`config.mk`:
```
export PLATFORM = sky130hd
export DESIGN_NAME = ram_access_arbiter
export DESIGN_NICKNAME = d
export VERILOG_FILES = /design/src/rtl/ram_access_arbiter.sv
export SDC_FILE = /design/constraint.sdc
export NUM_CORES = 1
export LEC_CHECK = 0
export BUFFER_PORTS_ARGS = -buffer_cell sky130_fd_sc_hd__buf_2
export CAP_MARGIN = 20
export CORE_MARGIN = 5
export CORE_UTILIZATION = 40
export CTS_CLUSTER_SIZE = 8
export DETAILED_ROUTE_END_ITERATION = 10
export MAX_ROUTING_LAYER = met4
export PLACE_DENSITY_LB_ADDON = 0.1
export SLEW_MARGIN = 0
export SYNTH_ARGS = -nofsm -noshare
export SYNTH_HDL_FRONTEND = slang
export SYNTH_SLANG_ARGS = --single-unit
```
`constraint.sdc`:
```
create_clock -name clk -period 1.6 [get_ports clk]
set_clock_uncertainty 0.1 [all_clocks]
set_input_delay 0.48 -clock clk [delete_from_list [all_inputs] [get_ports clk]]
set_output_delay 0.48 -clock clk [all_outputs]
set_load 0.02 [all_outputs]
```
`src/rtl/ram_access_arbiter.sv`:
```
// Round-robin arbiter sharing one command-driven RAM between two word-level requesters.
// Optional read-response watchdog enabled by defining ARB_TIMEOUT_EN.
module ram_access_arbiter #(
   parameter int unsigned ADDR_WIDTH     = 8,
   parameter int unsigned TIMEOUT_CYCLES = 15
) (
   input  logic                  clk,
   input  logic                  rst,
   input  logic                  m0_req,
   input  logic                  m0_we,
   input  logic [ADDR_WIDTH-1:0] m0_addr,
   input  logic [ADDR_WIDTH-1:0] m0_wdata,
   output logic                  m0_ack,
   output logic [ADDR_WIDTH-1:0] m0_rdata,
   input  logic                  m1_req,
   input  logic                  m1_we,
   input  logic [ADDR_WIDTH-1:0] m1_addr,
   input  logic [ADDR_WIDTH-1:0] m1_wdata,
   output logic                  m1_ack,
   output logic [ADDR_WIDTH-1:0] m1_rdata,
   output logic [ADDR_WIDTH+1:0] ram_din,
   output logic                  ram_rx_valid,
   input  logic [ADDR_WIDTH-1:0] ram_dout,
   input  logic                  ram_tx_valid,
   output logic                  busy,
   output logic                  owner,
   output logic                  timeout_err
);

   typedef enum logic [2:0] {
      StIdle, StWaddr, StWdata, StRaddr, StRcmd, StRwait, StAck
   } state_t;

   if (TIMEOUT_CYCLES < 1 || TIMEOUT_CYCLES > 255) begin : g_bad_timeout
      $error("TIMEOUT_CYCLES must be in 1..255");
   end

   state_t                state;
   logic                  last;
   logic [ADDR_WIDTH-1:0] wdata_q;

   logic                  gnt;
   logic                  sel_we;
   logic [ADDR_WIDTH-1:0] sel_addr;
   logic [ADDR_WIDTH-1:0] sel_wdata;

   // Contention goes to the port that did not win last; a lone requester always wins.
   always_comb begin
      gnt       = (m0_req && m1_req) ? ~last : m1_req;
      sel_we    = gnt ? m1_we    : m0_we;
      sel_addr  = gnt ? m1_addr  : m0_addr;
      sel_wdata = gnt ? m1_wdata : m0_wdata;
   end

   assign busy = (state != StIdle);

`ifdef ARB_TIMEOUT_EN
   logic [7:0] wait_cnt;
`else
   assign timeout_err = 1'b0;
`endif

   always_ff @(posedge clk or posedge rst) begin
      if (rst) begin
         state        <= StIdle;
         last         <= 1'b1;
         owner        <= 1'b0;
         wdata_q      <= '0;
         ram_din      <= '0;
         ram_rx_valid <= 1'b0;
         m0_ack       <= 1'b0;
         m1_ack       <= 1'b0;
         m0_rdata     <= '0;
         m1_rdata     <= '0;
`ifdef ARB_TIMEOUT_EN
         wait_cnt     <= '0;
         timeout_err  <= 1'b0;
`endif
      end else begin
         m0_ack <= 1'b0;
         m1_ack <= 1'b0;
`ifdef ARB_TIMEOUT_EN
         timeout_err <= 1'b0;
`endif
         // Outputs are loaded on the transition so they line up with the state they belong to.
         unique case (state)
            StIdle: begin
               if (m0_req || m1_req) begin
                  owner        <= gnt;
                  last         <= gnt;
                  wdata_q      <= sel_wdata;
                  ram_rx_valid <= 1'b1;
                  if (sel_we) begin
                     ram_din <= {2'b00, sel_addr};
                     state   <= StWaddr;
                  end else begin
                     ram_din <= {2'b10, sel_addr};
                     state   <= StRaddr;
                  end
               end
            end
            StWaddr: begin
               ram_din <= {2'b01, wdata_q};
               state   <= StWdata;
            end
            StWdata: begin
               ram_rx_valid <= 1'b0;
               m0_ack       <= ~owner;
               m1_ack       <= owner;
               state        <= StAck;
            end
            StRaddr: begin
               ram_din <= {2'b11, {ADDR_WIDTH{1'b0}}};
               state   <= StRcmd;
            end
            StRcmd: begin
               ram_rx_valid <= 1'b0;
`ifdef ARB_TIMEOUT_EN
               wait_cnt     <= '0;
`endif
               state        <= StRwait;
            end
            StRwait: begin
               if (ram_tx_valid) begin
                  if (owner) m1_rdata <= ram_dout;
                  else       m0_rdata <= ram_dout;
                  m0_ack <= ~owner;
                  m1_ack <= owner;
                  state  <= StAck;
               end
`ifdef ARB_TIMEOUT_EN
               else if (wait_cnt == 8'(TIMEOUT_CYCLES - 1)) begin
                  if (owner) m1_rdata <= {ADDR_WIDTH{1'b1}};
                  else       m0_rdata <= {ADDR_WIDTH{1'b1}};
                  m0_ack      <= ~owner;
                  m1_ack      <= owner;
                  timeout_err <= 1'b1;
                  state       <= StAck;
               end else begin
                  wait_cnt <= wait_cnt + 8'd1;
               end
`endif
            end
            StAck: begin
               state <= StIdle;
            end
            default: begin
               state <= StIdle;
            end
         endcase
      end
   end

endmodule

```
==> results of run 1 <==
## layer usage
metal  share of wire, %  wire (µm)
met2                 48       2263
met5                  0          0
met4               0.94         44
met3                5.7        267
met1                 45       2105
## cells in the mapped netlist
master	instances	area (µm²)
a21oi_1	4	20.02
a31oi_1	2	12.51
and2_1	1	6.260
and3b_1	1	8.760
buf_2	5	25.02
buf_4	2	15.01
buf_6	2	22.52
conb_1	1	3.750
dfrtp_1	41	1026
dfstp_2	1	26.28
inv_1	5	18.77
inv_2	1	3.750
mux2_2	16	180.2
nand2_1	6	22.52
nand2_2	1	6.260
nand2b_1	1	6.260
nand3_2	2	20.02
nor2_1	29	108.9
nor2_2	1	6.260
nor2b_1	8	50.05
nor3_1	10	50.05
nor3_4	2	32.53
nor3b_1	1	7.510
nor4_4	1	21.27
o21ai_0	2	10.01
o21bai_2	1	11.26
o221ai_1	1	8.760
o22ai_1	24	150.1
o311a_1	1	10.01
o31ai_1	1	7.510
o32ai_1	1	8.760
or2_1	1	6.260
or3_1	1	6.260
xor2_1	1	8.760
## layout by cell type (no fill, tap or decap), drive strengths merged
cell type	instances
nor2	30
and3b	1
inv	5
buf	99
o31ai	1
conb	1
clkinvlp	1
o21ai	2
o22ai	24
nand3	2
dfstp	1
nand2	7
clkbuf	5
xor2	1
clkinv	3
o221ai	1
a21oi	4
nor3	12
nand2b	1
or3	1
nor2b	8
o311a	1
nor3b	1
mux2	16
and2	1
o32ai	1
a31oi	2
nor4	1
or2	1
dfrtp	41
o21bai	1
## kinds of logic after synthesis
family	share of synthesized area, %
AO/OA/AOI/OAI	12.39
XOR/XNOR	0.4543
buffers and inverters	4.412
flip-flops	54.57
multiplexers	9.344
other	0.1945
AND/OR/NAND/NOR	18.63
## power breakdown
| part | leakage, nW | switching (mW) | internal, mW |
|---|---|---|---|
| logic | 0.746 | 1.53 | 1.22 |
| clock network | 0.0441 | 0.373 | 0.306 |
| registers | 0.494 | 0.339 | 1.61 |
## state kept, by name, indices dropped and copies added, names as in the netlist
name and flops:
owner 1, wdata_q 8, state 3, m0_rdata 8, m1_ack 1, last 1, m1_rdata 8, ram_din 10
m0_ack 1, ram_rx_valid 1
## critical path, stage by stage, from the launching register on
cell and delay (ns):
dfrtp_1 0.43, nor3_4 0.22, inv_2 0.06, buf_6 0.13
## layout make-up
type	count	area (µm²)	area share (%)
Sequential cell	42	1056	39.74
Tap cell	54	67.56	2.542
Inverter	6	22.52	0.8475
Multi-Input combinational cell	121	827.0	31.12
Clock inverter	3	21.27	0.8004
Timing Repair Buffer	99	594.3	22.36
Clock buffer	5	68.82	2.589
## per-stage QoR
stage          power (mW)  setup WS [ns]  util, %
2_1_floorplan       3.701        0.01429        -
3_5_place_dp        4.652       -0.04578    53.41
3_3_place_gp        4.605       -0.01564    53.41
4_1_cts             5.395        -0.1219    55.68
6_report            5.375        -0.1069    56.64
5_1_grt             5.823        -0.1850    56.64
## final timing paths
path / from / end / slack [ns] / depth (start not counted)
min in group clk: ram_dout[7] / m1_rdata[7] / 0.33 / 2
max: state[0] / busy / -0.11 / 3
min: rst / m1_rdata[5] / 0.10 / 3
min reg2reg: wdata_q[5] / wdata_q[5] / 0.40 / 2
max in group asynchronous: rst / last / 1.03 / 3
max reg2reg: state[1] / m1_rdata[6] / 0.02 / 5
## repair_timing
item / in CTS / in global routing
resized for setup: 5 / 7
hold buffers: 0 / 0
setup buffers: 1 / 1
pin swaps: 1 / 0
setup endpoints to repair: 2 / 15
==> impl_metrics.tcl, run 1 <==
set metrics [dict create \
    violations "setup timing" \
    n_antenna_cell 0 \
    max_freq_mhz 585.8 \
    global_route.usage.met3_pct 4.966 \
    critical_path_class "flop to output pin" \
    final_cells 330 \
    hp-class "input pin to asynchronous set/reset pin" \
    use_met2_pct 25.63 \
    clk_path_buf_depth 2 \
    cts.htree.levels 2 \
    whs_ns 0.1038 \
    ir_drop_mv 1.204 \
    rsz0062_at_grt "yes" \
    start_util_pct 41.09 \
    fp.dieW_um 79.43 \
    area_growth_pct 37.83 \
    period_needed_ns 1.707 \
    synth_seq_cells 42 \
    postRouteAntennaNets 0 \
    hpwlAfterDp_mm 3.535 \
    synth_area_mm2 0.001928 \
    pwr_density_cell_mw_per_mm2 2023 \
    layout.nets 322 \
    finalSetupViolCount 1 \
    wl_per_cell_um 14.18 \
    status "finished with violations" \
    cts_root_buf "clkbuf_8" \
    routabilityCongestion 0.7960 \
    track_usage_pct 16.53 \
    n_fill_cell 435 \
    period_share_pct 106.7 \
    drtIter0Drc 38 \
    finalHoldViolCount 0 \
    via_per_inst 4.961 \
    worstPathArrival_ns 1.13 \
    placed_cell_area_mm2 0.002506 \
    yosysWarnings 0 \
    crit_path_start_kind "flop" \
    leakage_nw 1.285 \
    syn-num-nets 225 \
    port-buffer-count 77 \
    top_usage_layer "met2" \
    drive_gt1_share_pct 51.45 \
    setup_slack_ns -0.1069 \
    fp.dieH_um 79.43 \
    ys_types 34 \
    overflow 0 \
    drcViolationCount 0 \
    slew_violations 0 \
    grt_pass1_wl_mm 7.976 \
    grt_pass1_vias 1671 \
    clock_latency_ns 0.29 \
    maxCapViolations 0 \
    routed_wl_mm 4.680 \
    syn_avg_cell_area_um2 10.83 \
    postLayoutCellArea_mm2 0.002658 \
    antenna_found_initial 0 \
    coreArea_mm2 0.004692 \
    ios 79 \
    grtUsageMet1_pct 21.04 \
    cp_max_fo 3 \
    yosysSeqAreaShare_pct 54.57 \
    required_ns 1.02 \
    clkTransAtPathRegs_ns 0.08 \
    clkSinkCount 42 \
    setup-tns-final_ns -0.1069 \
    place_inst 320 \
    grt_max_degree 43 \
    cts_buffers 5 \
    synth_cells 178 \
    route.vias.total 1637 \
    num_rows 25 \
    cp-end-kind "output pin" \
    dieArea_mm2 0.006309 \
    drtPass1Iterations 4 \
    cts_tree "built" \
]
(Power assumes the default switching activity.)
==> inputs of run 2 (changes only) <==
==> constraint.sdc (replaced) <==
create_clock -name clk -period 1.47 [get_ports clk]
set_clock_uncertainty 0.1 [all_clocks]
set_input_delay 0.441 -clock clk [delete_from_list [all_inputs] [get_ports clk]]
set_output_delay 0.441 -clock clk [all_outputs]
set_load 0.02 [all_outputs]
==> impl_metrics.tcl, run 2 (same netlist as run 1, synthesis figures left out) <==
set metrics [dict create \
    period_needed_ns 1.669 \
    ios 79 \
    clkTransAtPathRegs_ns 0.08 \
    largest_reg_flops 10 \
    cts_root_buf "clkbuf_8" \
    place_inst 326 \
    routabilityCongestion 0.7940 \
    routed_wl_mm 5.135 \
    postRouteAntennaNets 0 \
    setup-tns-final_ns -1.190 \
    worstPathCellList "nor3_4, inv_2, buf_6" \
    clock_latency_ns 0.29 \
    layout.nets 334 \
    hpwlAfterDp_mm 3.668 \
    maxCapViolations 0 \
    n_fill_cell 407 \
    cts_buffers 5 \
    layout_common_cells "buf_2 (75), dfrtp_1 (38), nor2_1 (28)" \
    required_ns 0.93 \
    fin_util_pct 61.52 \
    grt_max_degree 24 \
    max_stage_delay_ns 0.43 \
    antenna_found_initial 0 \
    leakage_nw 1.397 \
    max_flop_register "ram_din" \
    area_growth_pct 49.71 \
    period_share_pct 113.5 \
    dieArea_mm2 0.006309 \
    n_antenna_cell 0 \
    grt_pass1_wl_mm 8.349 \
    overflow 0 \
    clkSinkCount 42 \
    final_cells 342 \
    clk_path_buf_depth 2 \
    cp-end-kind "output pin" \
    drtIter0Drc 54 \
    coreArea_mm2 0.004692 \
    finalSetupViolCount 25 \
    rsz0062_at_grt "yes" \
    route.vias.total 1713 \
    status "finished with violations" \
    hp-class "input pin to flop" \
    pwr_density_cell_mw_per_mm2 2262 \
    worstPathArrival_ns 1.13 \
    cp_max_fo 2 \
    max_freq_mhz 599.1 \
    setup_slack_ns -0.1991 \
    fp.dieW_um 79.43 \
    final_common_cell "buf_2" \
    crit_slowest_cell "dfrtp_2" \
    via_per_inst 5.009 \
    critical_path_class "flop to output pin" \
    violations "setup timing" \
    track_usage_pct 17.63 \
    drtPass1Iterations 4 \
    start_util_pct 41.09 \
    grt_pass1_vias 1715 \
    slew_violations 0 \
    ir_drop_mv 1.107 \
    cts_tree "built" \
    num_rows 25 \
    fp.dieH_um 79.43 \
    cts.htree.levels 2 \
    port-buffer-count 77 \
    drive_gt1_share_pct 54.86 \
    drcViolationCount 0 \
    wl_per_cell_um 15.01 \
    crit_path_start_kind "flop" \
    finalHoldViolCount 0 \
    total_power_mw 6.528 \
]
## run 2: where the power goes
part,switching (mW),internal [mW],total [mW]
combinational,1.84,1.69,3.53
clock,0.393,0.508,0.901
sequential,0.348,1.75,2.10
## run 2: worst max-delay path: cells and delay by family, from the launching register on
| kind | cells | cell delay (ns) |
|---|---|---|
| buffers and inverters | 2 | 0.19 |
| flip-flops | 1 | 0.43 |
| AND/OR/NAND/NOR | 1 | 0.22 |
## run 2: stage by stage
stage	instance area, µm²	hold slack (ns)	worst slack, ns
floorplan	1968	0.3322	-0.1059
global placement	2566	0.2989	-0.1007
detailed placement	2566	0.2999	-0.1142
CTS	2813	0.2818	-0.2258
global route	2887	0.2707	-0.2638
finish	2887	0.2898	-0.1991
## run 2: final cells by class
class | instances | area (µm²) | share of cell area [%]
clock buffers | 7 | 76.32 | 2.644
clock inverters | 1 | 30.03 | 1.040
inverters | 6 | 28.78 | 0.9970
multi-input cells | 122 | 919.6 | 31.86
flip-flops and latches | 42 | 1056 | 36.58
well taps | 54 | 67.56 | 2.341
repair buffers | 110 | 708.2 | 24.53
## run 2: timing repair
item | 4_1_cts | 5_1_grt
buffers inserted | 8 | 0
resized for setup | 23 | 16
cloned | 1 | 0
endpoints found under the setup margin | 38 | 36
hold buffers | 1 | 0
pin swaps | 5 | 2
endpoints found under the hold margin | 7 | 0
## run 2: path summary, 6_finish.rpt
check | from | depth (start not counted) | end | slack [ns]
min | m0_wdata[5] | 3 | wdata_q[5] | 0.29
max reg2reg | state[1] | 4 | state[1] | -0.14
max | state[1] | 3 | busy | -0.20
min in group asynchronous | rst | 3 | ram_din[4] | 0.52
min reg2reg | wdata_q[6] | 2 | wdata_q[6] | 0.39
max in group asynchronous | rst | 4 | ram_din[2] | 0.32
## run 2: metal layers
metal / GRT usage (%) / vias up / share of wire (%)
li1: - / 851 / -
met3: 4.515 / 5 / 4.5
met5: - / - / 0
met1: 22.79 / 816 / 45
met4: 4.124 / 0 / 0.90
met2: 27.96 / 41 / 49
